`src/rtl/pong_snd_pkg.sv`:
```
// Shared constants, FSM state type and priority helper for the pong sound arbiter.
package pong_snd_pkg;

  localparam int unsigned N_SRC     = 3;
  localparam int unsigned SRC_HIT   = 0;
  localparam int unsigned SRC_WALL  = 1;
  localparam int unsigned SRC_SCORE = 2;

  typedef enum logic {
    ST_IDLE = 1'b0,
    ST_PLAY = 1'b1
  } state_e;

  // One-hot highest-priority member of a request set: score > hit > wall.
  function automatic logic [N_SRC-1:0] prio_pick(input logic [N_SRC-1:0] set);
    logic [N_SRC-1:0] pick;
    pick = '0;
    if (set[SRC_SCORE])     pick[SRC_SCORE] = 1'b1;
    else if (set[SRC_HIT])  pick[SRC_HIT]   = 1'b1;
    else if (set[SRC_WALL]) pick[SRC_WALL]  = 1'b1;
    return pick;
  endfunction

endpackage

```
`src/rtl/pong_sound_arbiter_timer.sv`:
```
// Loadable down-counter that saturates at zero; tc flags the terminal count.
module pong_snd_timer #(
  parameter int unsigned CNT_W = 21
) (
  input  logic             clk,
  input  logic             reset,
  input  logic             load,
  input  logic [CNT_W-1:0] load_val,
  input  logic             en,
  output logic             tc
);

  logic [CNT_W-1:0] cnt_q;
  logic [CNT_W-1:0] cnt_d;

  always_comb begin
    cnt_d = cnt_q;
    if (load) begin
      cnt_d = load_val;
    end else if (en && (cnt_q != '0)) begin
      cnt_d = cnt_q - CNT_W'(1);
    end
  end

  always_ff @(posedge clk) begin
    if (reset) cnt_q <= '0;
    else       cnt_q <= cnt_d;
  end

  assign tc = (cnt_q == '0);

endmodule

```
`src/rtl/pong_sound_arbiter.sv`:
```
// Fixed-priority arbiter gating one of three tones onto the cabinet sound output.
module pong_sound_arbiter
  import pong_snd_pkg::*;
#(
  parameter int unsigned CNT_W     = 21,
  parameter int unsigned HIT_LEN   = 115000,
  parameter int unsigned WALL_LEN  = 115000,
  parameter int unsigned SCORE_LEN = 1718000
) (
  input  logic             clk,
  input  logic             reset,
  input  logic             en,
  input  logic             req_hit,
  input  logic             req_wall,
  input  logic             req_score,
  input  logic             tone_hit,
  input  logic             tone_wall,
  input  logic             tone_score,
  output logic [N_SRC-1:0] grant,
  output logic             busy,
  output logic             snd
);

  if ((HIT_LEN == 0) || (WALL_LEN == 0) || (SCORE_LEN == 0)) begin : g_len_zero
    $error("pong_sound_arbiter: tone lengths must be non-zero");
  end
  if ((longint'(HIT_LEN) > (longint'(1) << CNT_W)) ||
      (longint'(WALL_LEN) > (longint'(1) << CNT_W)) ||
      (longint'(SCORE_LEN) > (longint'(1) << CNT_W))) begin : g_len_wide
    $error("pong_sound_arbiter: tone length does not fit the counter");
  end

  localparam logic [CNT_W-1:0] HIT_M1   = CNT_W'(HIT_LEN - 1);
  localparam logic [CNT_W-1:0] WALL_M1  = CNT_W'(WALL_LEN - 1);
  localparam logic [CNT_W-1:0] SCORE_M1 = CNT_W'(SCORE_LEN - 1);

  function automatic logic [CNT_W-1:0] len_m1(input logic [N_SRC-1:0] g);
    logic [CNT_W-1:0] v;
    v = '0;
    if (g[SRC_SCORE])     v = SCORE_M1;
    else if (g[SRC_HIT])  v = HIT_M1;
    else if (g[SRC_WALL]) v = WALL_M1;
    return v;
  endfunction

  state_e           state_q, state_d;
  logic [N_SRC-1:0] grant_q, grant_d;
  logic [N_SRC-1:0] pend_q, pend_d;
  logic             busy_q, busy_d;

  logic [N_SRC-1:0] req;
  logic [N_SRC-1:0] arb;
  logic [N_SRC-1:0] others;
  logic [N_SRC-1:0] top;
  logic             load;
  logic [CNT_W-1:0] load_val;
  logic             dec;
  logic             tc;

  always_comb begin
    req = '0;
    req[SRC_HIT]   = req_hit;
    req[SRC_WALL]  = req_wall;
    req[SRC_SCORE] = req_score;
  end

  assign arb    = pend_q | req;
  assign others = arb & ~grant_q;
  assign top    = prio_pick(others);

  // Next-state: disable beats everything, then preempt > retrigger > terminal handoff > count.
  always_comb begin
    state_d  = state_q;
    grant_d  = grant_q;
    pend_d   = pend_q;
    load     = 1'b0;
    load_val = '0;
    dec      = 1'b0;
    if (!en) begin
      state_d = ST_IDLE;
      grant_d = '0;
      pend_d  = '0;
      load    = 1'b1;
    end else begin
      case (state_q)
        ST_IDLE: begin
          if (arb != '0) begin
            grant_d  = prio_pick(arb);
            load     = 1'b1;
            load_val = len_m1(grant_d);
            pend_d   = arb & ~grant_d;
            state_d  = ST_PLAY;
          end
        end
        ST_PLAY: begin
          if ((others != '0) && (prio_pick(others | grant_q) != grant_q)) begin
            grant_d  = top;
            load     = 1'b1;
            load_val = len_m1(top);
            pend_d   = others & ~top;
          end else if (((req & grant_q) != '0) && !tc) begin
            load     = 1'b1;
            load_val = len_m1(grant_q);
            pend_d   = others;
          end else if (tc) begin
            if (others != '0) begin
              grant_d  = top;
              load     = 1'b1;
              load_val = len_m1(top);
              pend_d   = others & ~top;
            end else begin
              grant_d = '0;
              pend_d  = '0;
              state_d = ST_IDLE;
            end
          end else begin
            dec    = 1'b1;
            pend_d = others;
          end
        end
        default: begin
          state_d = ST_IDLE;
          grant_d = '0;
          pend_d  = '0;
        end
      endcase
    end
    busy_d = |grant_d;
  end

  always_ff @(posedge clk) begin
    if (reset) begin
      state_q <= ST_IDLE;
      grant_q <= '0;
      pend_q  <= '0;
      busy_q  <= 1'b0;
    end else begin
      state_q <= state_d;
      grant_q <= grant_d;
      pend_q  <= pend_d;
      busy_q  <= busy_d;
    end
  end

  pong_snd_timer #(.CNT_W(CNT_W)) u_timer (
    .clk      (clk),
    .reset    (reset),
    .load     (load),
    .load_val (load_val),
    .en       (dec),
    .tc       (tc)
  );

  assign grant = grant_q;
  assign busy  = busy_q;
  assign snd   = (grant_q[SRC_HIT]   & tone_hit)  |
                 (grant_q[SRC_WALL]  & tone_wall) |
                 (grant_q[SRC_SCORE] & tone_score);

endmodule

```
`config.mk`:
```
export PLATFORM = sky130hd
export DESIGN_NAME = pong_sound_arbiter
export DESIGN_NICKNAME = d
export VERILOG_FILES = /design/src/rtl/pong_snd_pkg.sv /design/src/rtl/pong_sound_arbiter_timer.sv /design/src/rtl/pong_sound_arbiter.sv
export SDC_FILE = /design/constraint.sdc
export NUM_CORES = 1
export LEC_CHECK = 0
export CORE_MARGIN = 2
export CORE_UTILIZATION = 35
export CTS_CLUSTER_DIAMETER = 30
export DETAILED_ROUTE_END_ITERATION = 7
export RECOVER_POWER = 100
export SYNTH_ARGS = -nofsm -noshare
export SYNTH_HDL_FRONTEND = slang
export SYNTH_SLANG_ARGS = --single-unit
export TNS_END_PERCENT = 50
```
`constraint.sdc`:
```
create_clock -name clk -period 2.61 [get_ports clk]
set_clock_uncertainty 0.05 [all_clocks]
set_input_delay 0.522 -clock clk [delete_from_list [all_inputs] [get_ports clk]]
set_output_delay 0.522 -clock clk [all_outputs]
set_load 0.01 [all_outputs]
```
==> flow_summary.json <==
{
  "result_of_the_run": "complete, no violations",
  "p_per_area_nw_per_um2": 506,
  "p_leak_uw": 0.000947,
  "fp-row-count": 26,
  "ir_drop_uv": 274,
  "tritoncts": "built",
  "avgViaCountPerCell": 5.62,
  "postSynthNetCount": 253,
  "preCtsSetupSlack_ns": -0.0962,
  "postCtsSetupRepairBufs": 0,
  "worst_path_required_ns": 2.73,
  "syn_to_final_growth_pct": 33.4,
  "largest_driver_fanout_on_the_critical_path": 8,
  "clkSlewWorstSetupHoldPaths_ns": 0.07,
  "floorplan.die.height_um": 77.5,
  "cts_num_sinks": 29,
  "synth_edf_count": 0,
  "final_layout_size_suffix_gt1_share_pct": 21.7,
  "timing.critical_path.from_type": "flop",
  "crit_path_cell_chain": "nor4_4 -> nand4_1 -> o221ai_2 -> clkbuf_4 -> a311o_1 -> a211oi_2 -> or3_1",
  "ios": 14,
  "setup.worst_path.class": "flop to flop",
  "via_count_of_the_first_global_routing_pass": 1879,
  "hold_violations": 0,
  "critPathSlowestCell": "sky130_fd_sc_hd__o221ai_2",
  "arrival_ns": 2.58,
  "syn-instance-count": 242,
  "drc": 0,
  "grt_pass1_wl_um": 9010,
  "leading_cell_types_by_total_area_after_synthesis": "sky130_fd_sc_hd__dfxtp_1, sky130_fd_sc_hd__nor3_1, sky130_fd_sc_hd__a21oi_1",
  "timing.critical_path.slowest_cell_delay_ns": 0.49,
  "cts.path.max_buffers": 2,
  "clk-insertion-delay-late_ns": 0.29,
  "detail-route-antenna-nets": 0,
  "synthDominantAreaCellType": "sky130_fd_sc_hd__dfxtp_1",
  "synth.ff_latch_count": 29,
  "rsz0062_at_grt": "false",
  "final.min_clock_period_ns": 2.46,
  "overflow": 0,
  "yosysMostFrequentCell": "sky130_fd_sc_hd__dfxtp_1",
  "place.gp.congestion": 0.904,
  "setup_violations": 0,
  "first_pass_iters": 5,
  "grt_max_degree": 24,
  "netlist-cell-type-count": 52,
  "tightest_slew_ns": 0.574,
  "synthesized_area_per_cell_sq_um": 7.81,
  "cts.repair.resized": 0,
  "wl_per_cell_um": 14.6,
  "part_of_the_yosys_area_used_for_sequential_elements_pct": 30.7,
  "crit_family": "simple AND/OR/NAND/NOR gates",
  "groute.usage.overall_pct": 18.8,
  "timing.max_cap.violations": 0,
  "root_cell_of_the_clock_tree": "sky130_fd_sc_hd__clkbuf_8",
  "netlist.area_leader.share_pct": 30.7,
  "post_cts_hold_buffer_count": 0,
  "setup_tns_ns": 0,
  "setup_slack_ns": 0.145,
  "place_hpwl_um": 3970,
  "numPortBuffers": 13,
  "synth_ff_type": "sky130_fd_sc_hd__dfxtp_1",
  "die_x_um": 77.5,
  "drt_first_iter_violations": 152,
  "vias": 2073,
  "mappedNetlistArea_sq_um": 1890,
  "synth_top_cells_by_count": "sky130_fd_sc_hd__dfxtp_1, sky130_fd_sc_hd__nor3_1, sky130_fd_sc_hd__a21oi_1, sky130_fd_sc_hd__nor2_1",
  "postRouteWirelength_um": 5370,
  "cp_num_buf_inv": 1,
  "die-area_sq_um": 6000,
  "initial_antenna_violation_count": 0,
  "layout_worst_path_cycle_share_pct": 94.4,
  "worstSetupEndpointType": "flop",
  "fp.coreArea_sq_um": 5170,
  "placement.cell_area_sq_um": 2420,
  "async_flop_share_pct": 0,
  "start_util_pct": 36.5,
  "slew_headroom_pct": 61.7,
  "timing.hold.worst.class": "flop to flop",
  "final_cell_area_sq_um": 2520,
  "n_antenna_cell": 0,
  "synth_warnings": 0,
  "total_number_of_h_tree_levels": 2,
  "finalCoreUtilization_pct": 48.7,
  "finalMaxSlewViolations": 0,
  "pnr_total_power_uw": 1280,
  "number_of_cts_inserted_buffers": 5,
  "n_fill_cell": 502,
  "finalNetCount": 309,
  "achievable-frequency_mhz": 406
}
==> logic make-up after synthesis <==
family                     after synthesis  synth area share (%)
adders and majority gates                2                  1.32
and+or+nand+nor                        104                  31.4
buffers and inverters                   24                  5.70
DFF                                     29                  30.7
AOI/OAI and AO/OA                       81                  30.1
other                                    1                 0.198
muxes                                    1                 0.530
==> state kept, by name, indices dropped and copies added (netlist names) <==
name           cells
grant              3
state_q            1
pend_q             3
u_timer.cnt_q     21
busy               1
==> final cells by class <==
type | instances | area, sq um | share of cell area, %
clock buffer | 7 | 86.3 | 3.43
clock inverter | 1 | 30.0 | 1.19
inverter | 12 | 45.0 | 1.79
multi-input combinational | 189 | 1200 | 47.7
sequential | 29 | 581 | 23.0
tap | 70 | 87.6 | 3.48
timing repair buffer | 61 | 489 | 19.4
==> where the power goes <==
group          leakage [uW]  switching, uW  internal, uW
Combinational      0.000649            148           136
Sequential         0.000239           29.2           467
Clock             0.0000585            185           311
==> through the flow <==
step,hold WS (ns),std cells
detailed placement,0.424,361
global route,0.455,369
finish,0.440,369
global placement,0.422,361
floorplan,0.404,242
CTS,0.447,369
==> cell usage in the layout, fill, tap and decap left out, types with 2 or more instances in the layout <==
cell / netlist / routed
sky130_fd_sc_hd__clkbuf_8: 0 / 6
sky130_fd_sc_hd__o211ai_1: 3 / 3
sky130_fd_sc_hd__o21ba_2: 3 / 3
sky130_fd_sc_hd__nor2_1: 18 / 18
sky130_fd_sc_hd__a222oi_1: 2 / 2
sky130_fd_sc_hd__a21oi_1: 20 / 20
sky130_fd_sc_hd__a311o_1: 2 / 2
sky130_fd_sc_hd__a211oi_1: 6 / 6
sky130_fd_sc_hd__or3_1: 4 / 4
sky130_fd_sc_hd__dlygate4sd3_1: 0 / 3
sky130_fd_sc_hd__clkdlybuf4s50_1: 0 / 10
sky130_fd_sc_hd__inv_1: 12 / 12
sky130_fd_sc_hd__nor4_1: 3 / 3
sky130_fd_sc_hd__o21a_1: 2 / 2
sky130_fd_sc_hd__a21o_1: 3 / 3
sky130_fd_sc_hd__o21ai_0: 14 / 14
sky130_fd_sc_hd__a31oi_1: 6 / 6
sky130_fd_sc_hd__nor2b_1: 4 / 4
sky130_fd_sc_hd__nor3_1: 22 / 22
sky130_fd_sc_hd__and3_1: 2 / 2
sky130_fd_sc_hd__clkbuf_4: 0 / 3
sky130_fd_sc_hd__o22a_1: 2 / 2
sky130_fd_sc_hd__nand2_1: 14 / 14
sky130_fd_sc_hd__and2_1: 2 / 2
sky130_fd_sc_hd__nand4_1: 3 / 3
sky130_fd_sc_hd__clkbuf_1: 5 / 4
sky130_fd_sc_hd__nor4_4: 2 / 2
sky130_fd_sc_hd__buf_4: 1 / 40
sky130_fd_sc_hd__nand2b_1: 9 / 9
sky130_fd_sc_hd__nand3_1: 11 / 11
sky130_fd_sc_hd__o311ai_0: 2 / 5
sky130_fd_sc_hd__dfxtp_1: 29 / 29
sky130_fd_sc_hd__o21bai_1: 4 / 4
sky130_fd_sc_hd__nand3b_1: 3 / 3
sky130_fd_sc_hd__ha_1: 2 / 2
==> final timing paths <==
path	start	endpoint	slack (ns)	cells after the start
setup / recovery	u_timer.cnt_q[10]	busy	0.15	7
hold reg to reg	u_timer.cnt_q[19]	u_timer.cnt_q[19]	0.44	2
setup reg to reg	u_timer.cnt_q[10]	busy	0.15	7
hold / removal	u_timer.cnt_q[19]	u_timer.cnt_q[19]	0.44	2
==> tightest hold or removal path, delay by kind of cell (launching register included) <==
kind           cells  cell delay (ns)
AO/OA/AOI/OAI      2             0.13
flip-flops         1             0.32
==> routing by layer <==
layer / up-vias / wire length [um] / share of wire (%) / track usage [%]
met5: - / 0 / 0 / 0
met2: 62 / 2360 / 44 / 27.7
met1: 972 / 2590 / 48 / 26.4
li1: 1029 / - / - / -
met3: 10 / 308 / 5.7 / 3.95
met4: 0 / 104 / 1.9 / 7.86
Power figures use the tool's default switching activity.
